[config.mk]
export PLATFORM = sky130hd
export DESIGN_NAME = alu
export DESIGN_NICKNAME = d
export VERILOG_FILES = /design/src/rtl/alu.sv
export SDC_FILE = /design/constraint.sdc
export NUM_CORES = 1
export LEC_CHECK = 0
export CAP_MARGIN = 10
export CORE_MARGIN = 4
export CORE_UTILIZATION = 53
export CTS_BUF_LIST = sky130_fd_sc_hd__clkbuf_8
export DETAILED_ROUTE_END_ITERATION = 6
export GPL_TIMING_DRIVEN = 0
export PLACE_DENSITY = 0.8
export SYNTH_ARGS = -nofsm -noshare
export SYNTH_HDL_FRONTEND = slang
export SYNTH_SLANG_ARGS = --single-unit
[constraint.sdc]
create_clock -name clk -period 3.5 [get_ports clk]
set_input_delay 0.525 -clock clk [delete_from_list [all_inputs] [get_ports clk]]
set_output_delay 0.525 -clock clk [all_outputs]
set_load 0.02 [all_outputs]
[src/rtl/alu.sv]
// -----------------------------------------------------------------------------
// alu_pkg / alu
//
// Purpose:
//   Parameterised integer ALU sitting between the register-file read ports and
//   the writeback mux. The result is purely combinational. A registered NZCV
//   status register is loaded on enabled clock edges so the sequencer can
//   branch on the flags of the previous operation.
//
// Ports (in declaration order):
//   a       in  [Width-1:0]  operand A
//   b       in  [Width-1:0]  operand B, or unsigned shift amount for shifts
//   op      in  alu_operation_e (4 bits) operation select
//   result  out [Width-1:0]  combinational result
//   clk     in  1            clock, used only by the flag register
//   rst     in  1            synchronous active-high reset of the flags
//   flag_en in  1            load this cycle's NZCV into the flag register
//   flags   out [3:0]        registered {N, Z, C, V}
// -----------------------------------------------------------------------------

package alu_pkg;

  // Codes 10..15 are left unnamed and are treated as reserved by the ALU.
  typedef enum logic [3:0] {
    ADD = 4'd0,
    SUB = 4'd1,
    AND = 4'd2,
    OR  = 4'd3,
    XOR = 4'd4,
    NOT = 4'd5,
    NEG = 4'd6,
    LSL = 4'd7,
    LSR = 4'd8,
    ASR = 4'd9
  } alu_operation_e;

endpackage

module alu
  import alu_pkg::*;
#(
  parameter int Width = 8
) (
  input  logic [Width-1:0] a,
  input  logic [Width-1:0] b,
  input  alu_operation_e   op,
  output logic [Width-1:0] result,
  input  logic             clk,
  input  logic             rst,
  input  logic             flag_en,
  output logic [3:0]       flags
);

  // Width as a Width-bit value; Width < 2**Width always holds for Width >= 2.
  localparam logic [Width-1:0] WidthVal = Width'(Width);

  logic [Width:0]        sum_ext;
  logic [Width:0]        diff_ext;
  logic [Width-1:0]      neg_val;
  logic [Width:0]        lsl_ext;
  logic [Width:0]        lsr_ext;
  logic signed [Width:0] asr_ext;

  logic c_flag;
  logic v_flag;
  logic n_flag;
  logic z_flag;
  logic reserved;

  assign sum_ext  = {1'b0, a} + {1'b0, b};
  assign diff_ext = {1'b0, a} - {1'b0, b};
  assign neg_val  = '0 - a;

  // Shifts run on a vector widened by one guard bit so the last bit shifted
  // out lands in the guard position. Shift amounts larger than the vector
  // naturally push everything out, which gives the zero carry required for
  // s > Width on the logical shifts without extra compare logic.
  assign lsl_ext = {1'b0, a} << b;
  assign lsr_ext = {a, 1'b0} >> b;
  assign asr_ext = $signed({a, 1'b0}) >>> b;

  // Result and carry/overflow selection. Every path assigns defined values so
  // that no X can escape for any opcode, reserved codes included.
  always_comb begin
    result   = '0;
    c_flag   = 1'b0;
    v_flag   = 1'b0;
    reserved = 1'b0;
    case (op)
      ADD: begin
        result = sum_ext[Width-1:0];
        c_flag = sum_ext[Width];
        v_flag = (a[Width-1] == b[Width-1]) && (result[Width-1] != a[Width-1]);
      end
      SUB: begin
        result = diff_ext[Width-1:0];
        c_flag = ~diff_ext[Width];
        v_flag = (a[Width-1] != b[Width-1]) && (result[Width-1] != a[Width-1]);
      end
      AND: result = a & b;
      OR:  result = a | b;
      XOR: result = a ^ b;
      NOT: result = ~a;
      NEG: begin
        result = neg_val;
        c_flag = (a == '0);
        v_flag = (a == {1'b1, {(Width-1){1'b0}}});
      end
      LSL: begin
        result = lsl_ext[Width-1:0];
        c_flag = lsl_ext[Width];
      end
      LSR: begin
        result = lsr_ext[Width:1];
        c_flag = lsr_ext[0];
      end
      ASR: begin
        result = asr_ext[Width:1];
        // Sign fill would otherwise leak into the guard bit for s > Width.
        c_flag = (b <= WidthVal) ? asr_ext[0] : 1'b0;
      end
      default: reserved = 1'b1;
    endcase
  end

  // Reserved codes report all-zero flags, overriding the usual Z rule.
  always_comb begin
    n_flag = 1'b0;
    z_flag = 1'b0;
    if (!reserved) begin
      n_flag = result[Width-1];
      z_flag = (result == '0);
    end
  end

  // Flag register: reset wins over enable; otherwise hold.
  always_ff @(posedge clk) begin
    if (rst) begin
      flags <= 4'b0000;
    end else if (flag_en) begin
      flags <= {n_flag, z_flag, c_flag, v_flag};
    end
  end

endmodule

* Word level (Yosys, flattened, before mapping)
Index checks and enable logic that the tools add are counted.
Widths: inputs -> output; s select.
** Storage, ports and cells
- Register bits :: 4
- Bits of input ports :: 23
- Output and inout port bits :: 12
** Cells by class
- Add/subtract/negate cells :: 3
- Order comparisons :: 1
- Eq/ne operators :: 14
- Shift-type cells :: 3
- Multiplexer cells :: 6
- Bitwise operators :: 5
- Reductions and logical operators :: 6
** Operator list (number)
- $pmux 8 s10 :: 1
- $eq 4x3->1 const B :: 4
- $logic_not 8->1 :: 2
- $reduce_or 10->1 :: 1
- $add 8x8->9 :: 1
- $shl 8x8->9 :: 1
- $shr 9x8->9 :: 1
- $sshr 9x8->9 :: 1
- $sub 8x8->9 :: 1
- $and 8x8->8 :: 1
- $eq 4x2->1 const B :: 2
- $eq 4x4->1 const B :: 2
- $eq 8x8->1 const B :: 1
- $le 8x4->1 const B :: 1
- $not 8->8 :: 1
- $or 8x8->8 :: 1
- $sub 1x8->8 const A :: 1
- $xor 8x8->8 :: 1
- $pmux 1 s6 :: 1
- $eq 4x1->1 const B :: 1
- $logic_not 4->1 :: 1
- $mux 1 :: 3
- $ne 1x1->1 :: 3
- $pmux 1 s3 :: 1
- 3 further kinds :: 4

* Depth between registers and ports, before layout
- Word-level depth :: 4
- Depth in mapped cells :: 12
- Mapped depth without buffers :: 11

* Worst setup path before layout
No wires, ideal clock.
- Kind :: in2reg
- Start point :: input port a[0]
- End point :: register flags[2]
- Library setup time :: 0.084 ns
- Data arrival time :: 3.493 ns
- Required time :: 3.416 ns
- Setup slack :: -0.077 ns
- Cell stages on the path :: 12
- Buffers on the path :: 1
- Cells stage by stage :: clkbuf_1 > inv_1 > ha_1 > inv_1 > fa_1 > or2_0 > a32oi_1 > o221a_2 > o32ai_1 > or4_4 > or4_4 > o31ai_2
** On the way
- Word-level cells in the longest chain between the ends :: 4
- Elaborated cells between the ends (all ways) :: 13
** RTL lines
- start, declared :: line 44 : input logic [Width-1:0] a,
- $sub 1x8->8 (tied with other cells) :: line 72 : assign neg_val = '0 - a;
- $pmux 8 s10 (*) :: line 89 : case (op)
- net result[1] :: line 47 : output logic [Width-1:0] result,
- $logic_not 8->1 (*) :: line 132 : z_flag = (result == '0);
- $mux 1 (*) :: line 130 : if (!reserved) begin
- end signal, assigned :: line 141 : flags <= {n_flag, z_flag, c_flag, v_flag};
- end, declared :: line 51 : output logic [3:0] flags
Mark *: on every way through the listed nets, which the timed path passes. The rest lies on a longest branch.
A chain may end at the register's enable or synchronous reset.

* Worst setup path after layout
- Start point :: input port op[1]
- End point :: output port result[5]
** On the way
- Word-level cells in the longest chain between the ends :: 2
- Elaborated cells between the ends (all ways) :: 11
** RTL lines
- start, declared :: line 46 : input alu_operation_e op,
- $eq 4x4->1 (tied with other cells) :: line 89
- $pmux 8 s10 (*) :: line 89
- end, declared :: line 47
Every way passes the cells marked *; elsewhere a longest branch is shown, timed or not.

==> flow_summary_export.csv <==
group,metric,value,unit
timing,report.final.setup_viol,0,
floorplanning,ios,35,
floorplanning,core,4790,um2
place,placed_area,3070,um2
pwr,powerDensity,180,nW/um2
synth,yosysSeqAreaShare,3.01,%
setup_path,crit_fanout,10,
clocking,tritoncts,"built",
routing,wirelength,11.0,mm
synth,synth_top_family_by_area,"compound AO/OA/AOI/OAI gates",
synth,synth-adder-area-share,13.3,%
cells_and_area,final_util,73.0,%
synth,synthTopCellsByArea,"ha_1, o21ai_0, mux2i_1",
setup_path,startpoint,"op[1]",
cells_and_area,drive_gt1_share,25.2,%
setup_path,r2r_cells,4,
routing,drc_errors,0,
grt,grt_max_degree,11,
grt,grt_usage,35.4,%
synth,yosys_most_used_dff,"dfxtp_1",
place,portBuffers,32,
cells_and_area,multi_input_area,2560,um2
setup_path,regToRegEndpoint,"flags[1]$_SDFFE_PP0P_",
cells_and_area,syn_to_final_growth,31.5,%
synth,synthCells,378,
floorplanning,rows,25,
setup_path,crit_path_max_incr_delay,0.54,ns
synth,muxShareOfSynthArea,11.7,%
setup_path,cp-start-kind,"primary input",
clocking,numCtsBuffers,3,
setup_path,cp-endpoint,"result[5]",
synth,syn-num-nets,428,
synth,yosysWarningCount,0,
clocking,cts.sinks,4,
clocking,htree_levels,1,
clocking,clkTransAtPathRegs,0.03,ns
synth,async_flop_share,0,%
cells_and_area,final_nets,476,
clocking,clockBufferDepth,2,
pwr,peakVddDrop,0.266,mV
synth,syn_area,2660,um2
timing,worst_pin_slew,0.677,ns
cells_and_area,final_common_cell,"nor2_1",
outcome,status,"completed",
cells_and_area,regArea,80.1,um2
timing,period_minus_slack,3.49,ns
run,cap_viol_max_count,0,
hold_path,hold_path_class,"register to register",
timing,finalCritPeriodShare,99.7,%
setup_path,path_delay_family,"buffers and inverters",
routing,dr.pass1.iters,5,
synth,yosysTopAreaCellShare,11.8,%
routing,postRouteAntennaNets,0,
timing,slew_headroom,54.5,%
synth,synth_edf_count,0,
setup_path,cp_cell_sequence,"clkdlybuf4s50_1 > buf_6 > nand4b_1 > nor2_2 > a22oi_1 > a32oi_1 > a311o_1 > a21o_1 > dlygate4sd2_1",
routing,wl_per_cell,22.5,um
place,gp_congestion,1.00,
synth,synth_compound_gate_area_share,35.8,%
routing,num_vias,3539,
routing,routed_via_density,7.21,
synth,syn_avg_cell_area,7.03,um2
setup_path,cp_data_required_time,2.97,ns
floorplanning,die_y,78.8,um
setup_path,cp.depth,9,
cells_and_area,layout_common_cells,"nor2_1, o21ai_0, nand2_1, a21oi_1, ha_1",
setup_path,arrival,2.97,ns
clocking,root_buffer,"clkbuf_8",
synth,yosys.area_share.simple,24.4,%
cells_and_area,n_antenna_cell,0,
cells_and_area,fin_area,3490,um2
cells_and_area,largest_register,"flags",
timing,fin_skew,0,ns
grt,grt_overflow_total,0,
setup_path,critPathBufInv,3,
cells_and_area,reg_top3,"flags: 4 flops",
floorplanning,die-area,6210,um2
synth,ys_seq_elements,4,
floorplanning,start_util,55.5,%
setup_path,r2r_start,"flags[1]$_SDFFE_PP0P_",
synth,synth-xor-area-share,2.31,%
cells_and_area,n_fill_cell,382,
routing,initialDrtViolationCount,565,
pwr,p_total,630,uW
pwr,p_leak,0.00141,uW
setup_path,path_class,"primary input to output pin",
setup_path,slowest_stage,"clkdlybuf4s50_1",
hold_path,hold_start,"flags[2]$_SDFFE_PP0P_",
timing,fin_setup_tns,0,ns
synth,synth.distinct_cells,70,
timing,fmax,286,MHz
hold_path,whs_path_depth,2,
grt,antenna_found_initial,0,
timing,final_max_slew_viol_count,0,
floorplanning,die_x,78.8,um
synth,synth_top_area_cell,"ha_1",
place,hpwl,7.73,mm
timing,hold_viol_final,0,
setup_path,r2r_slack,2.47,ns
clocking,insertion_delay,0.22,ns
cells_and_area,largest_register_ffs,4,
grt,grt_pass1_vias,3417,
grt,grt_pass1_wl,17.6,mm
setup_path,critPathCaptureType,"output pin",
cells in the mapped netlist (5+ instances only):
cell / count
nor2_1: 27
nor2b_1: 5
a211oi_1: 7
nor3_1: 11
a221oi_1: 5
o22ai_1: 8
nand3b_1: 5
o211ai_1: 6
a31oi_1: 7
a21o_1: 6
clkbuf_1: 12
a21oi_1: 25
o21ai_0: 27
mux2_2: 6
o31ai_1: 5
buf_2: 16
mux4_2: 5
inv_1: 23
nand2_1: 25
nand2b_1: 7
mux2i_1: 13
nand3_1: 12
ha_1: 25
worst register-to-register path, cell delays in order (launching register included):
cell,delay [ns]
dfxtp_1,0.30
nor2b_1,0.13
a211oi_1,0.19
o311a_1,0.20
a311oi_1,0.08
routing by layer:
metal	track usage, %	part of all wire [%]	up-vias	wire, um
li1	-	-	1546	-
met5	0	0	-	0
met1	45.0	36	1600	3930
met3	6.92	13	70	1420
met2	57.3	46	323	5100
met4	16.4	5.2	0	575
logic make-up (layout without fill, tap and decap cells):
logic type                 Yosys count  count (layout)
buffers and inverters               57             103
DFF                                  4               4
and+or+nand+nor                    122             122
muxes                               24              24
xor gates and xnor gates             7               7
AOI/OAI and AO/OA                  137             137
adders and majority gates           27              27
cell type report:
class                           instances  share of cell area, %
Inverter                               25                   3.22
Sequential cell                         4                   2.29
Clock buffer                            3                   1.18
Timing Repair Buffer                   44                   10.8
Multi-Input combinational cell        317                   73.4
Buffer                                 31                   6.73
Tap cell                               67                   2.40
worst min-delay path by stage:
stage                                  to
floorplan           flags[2]$_SDFFE_PP0P_
global placement    flags[2]$_SDFFE_PP0P_
detailed placement  flags[2]$_SDFFE_PP0P_
CTS                 flags[2]$_SDFFE_PP0P_
global route        flags[2]$_SDFFE_PP0P_
finish              flags[2]$_SDFFE_PP0P_
report_power, final:
| group | switching, uW | internal, uW | leakage (uW) |
|---|---|---|---|
| clock | 25.2 | 73.4 | 0.0000216 |
| combinational | 285 | 199 | 0.00136 |
| sequential | 0.969 | 47.9 | 0.0000327 |
| total | 311 | 320 | 0.00141 |
repair_timing:
item                                    4_1_cts  5_1_grt
hold buffers                                  0        0
gates resized for setup                     107       31
endpoints found under the setup margin       11        8
pin swaps                                     7       10
hold endpoints to repair                      0        0
setup buffers                                 7        5
per-stage QoR:
stage          std cells  hold WS, ns  setup WS, ns
2_1_floorplan        378        0.571        0.0434
3_3_place_gp         477        0.484         -1.18
3_5_place_dp         477        0.491         -1.19
4_1_cts              486        0.497     0.0000913
5_1_grt              491        0.521       -0.0245
6_report             491        0.497       0.00927
Note: power is estimated with default switching activity, not from simulation.
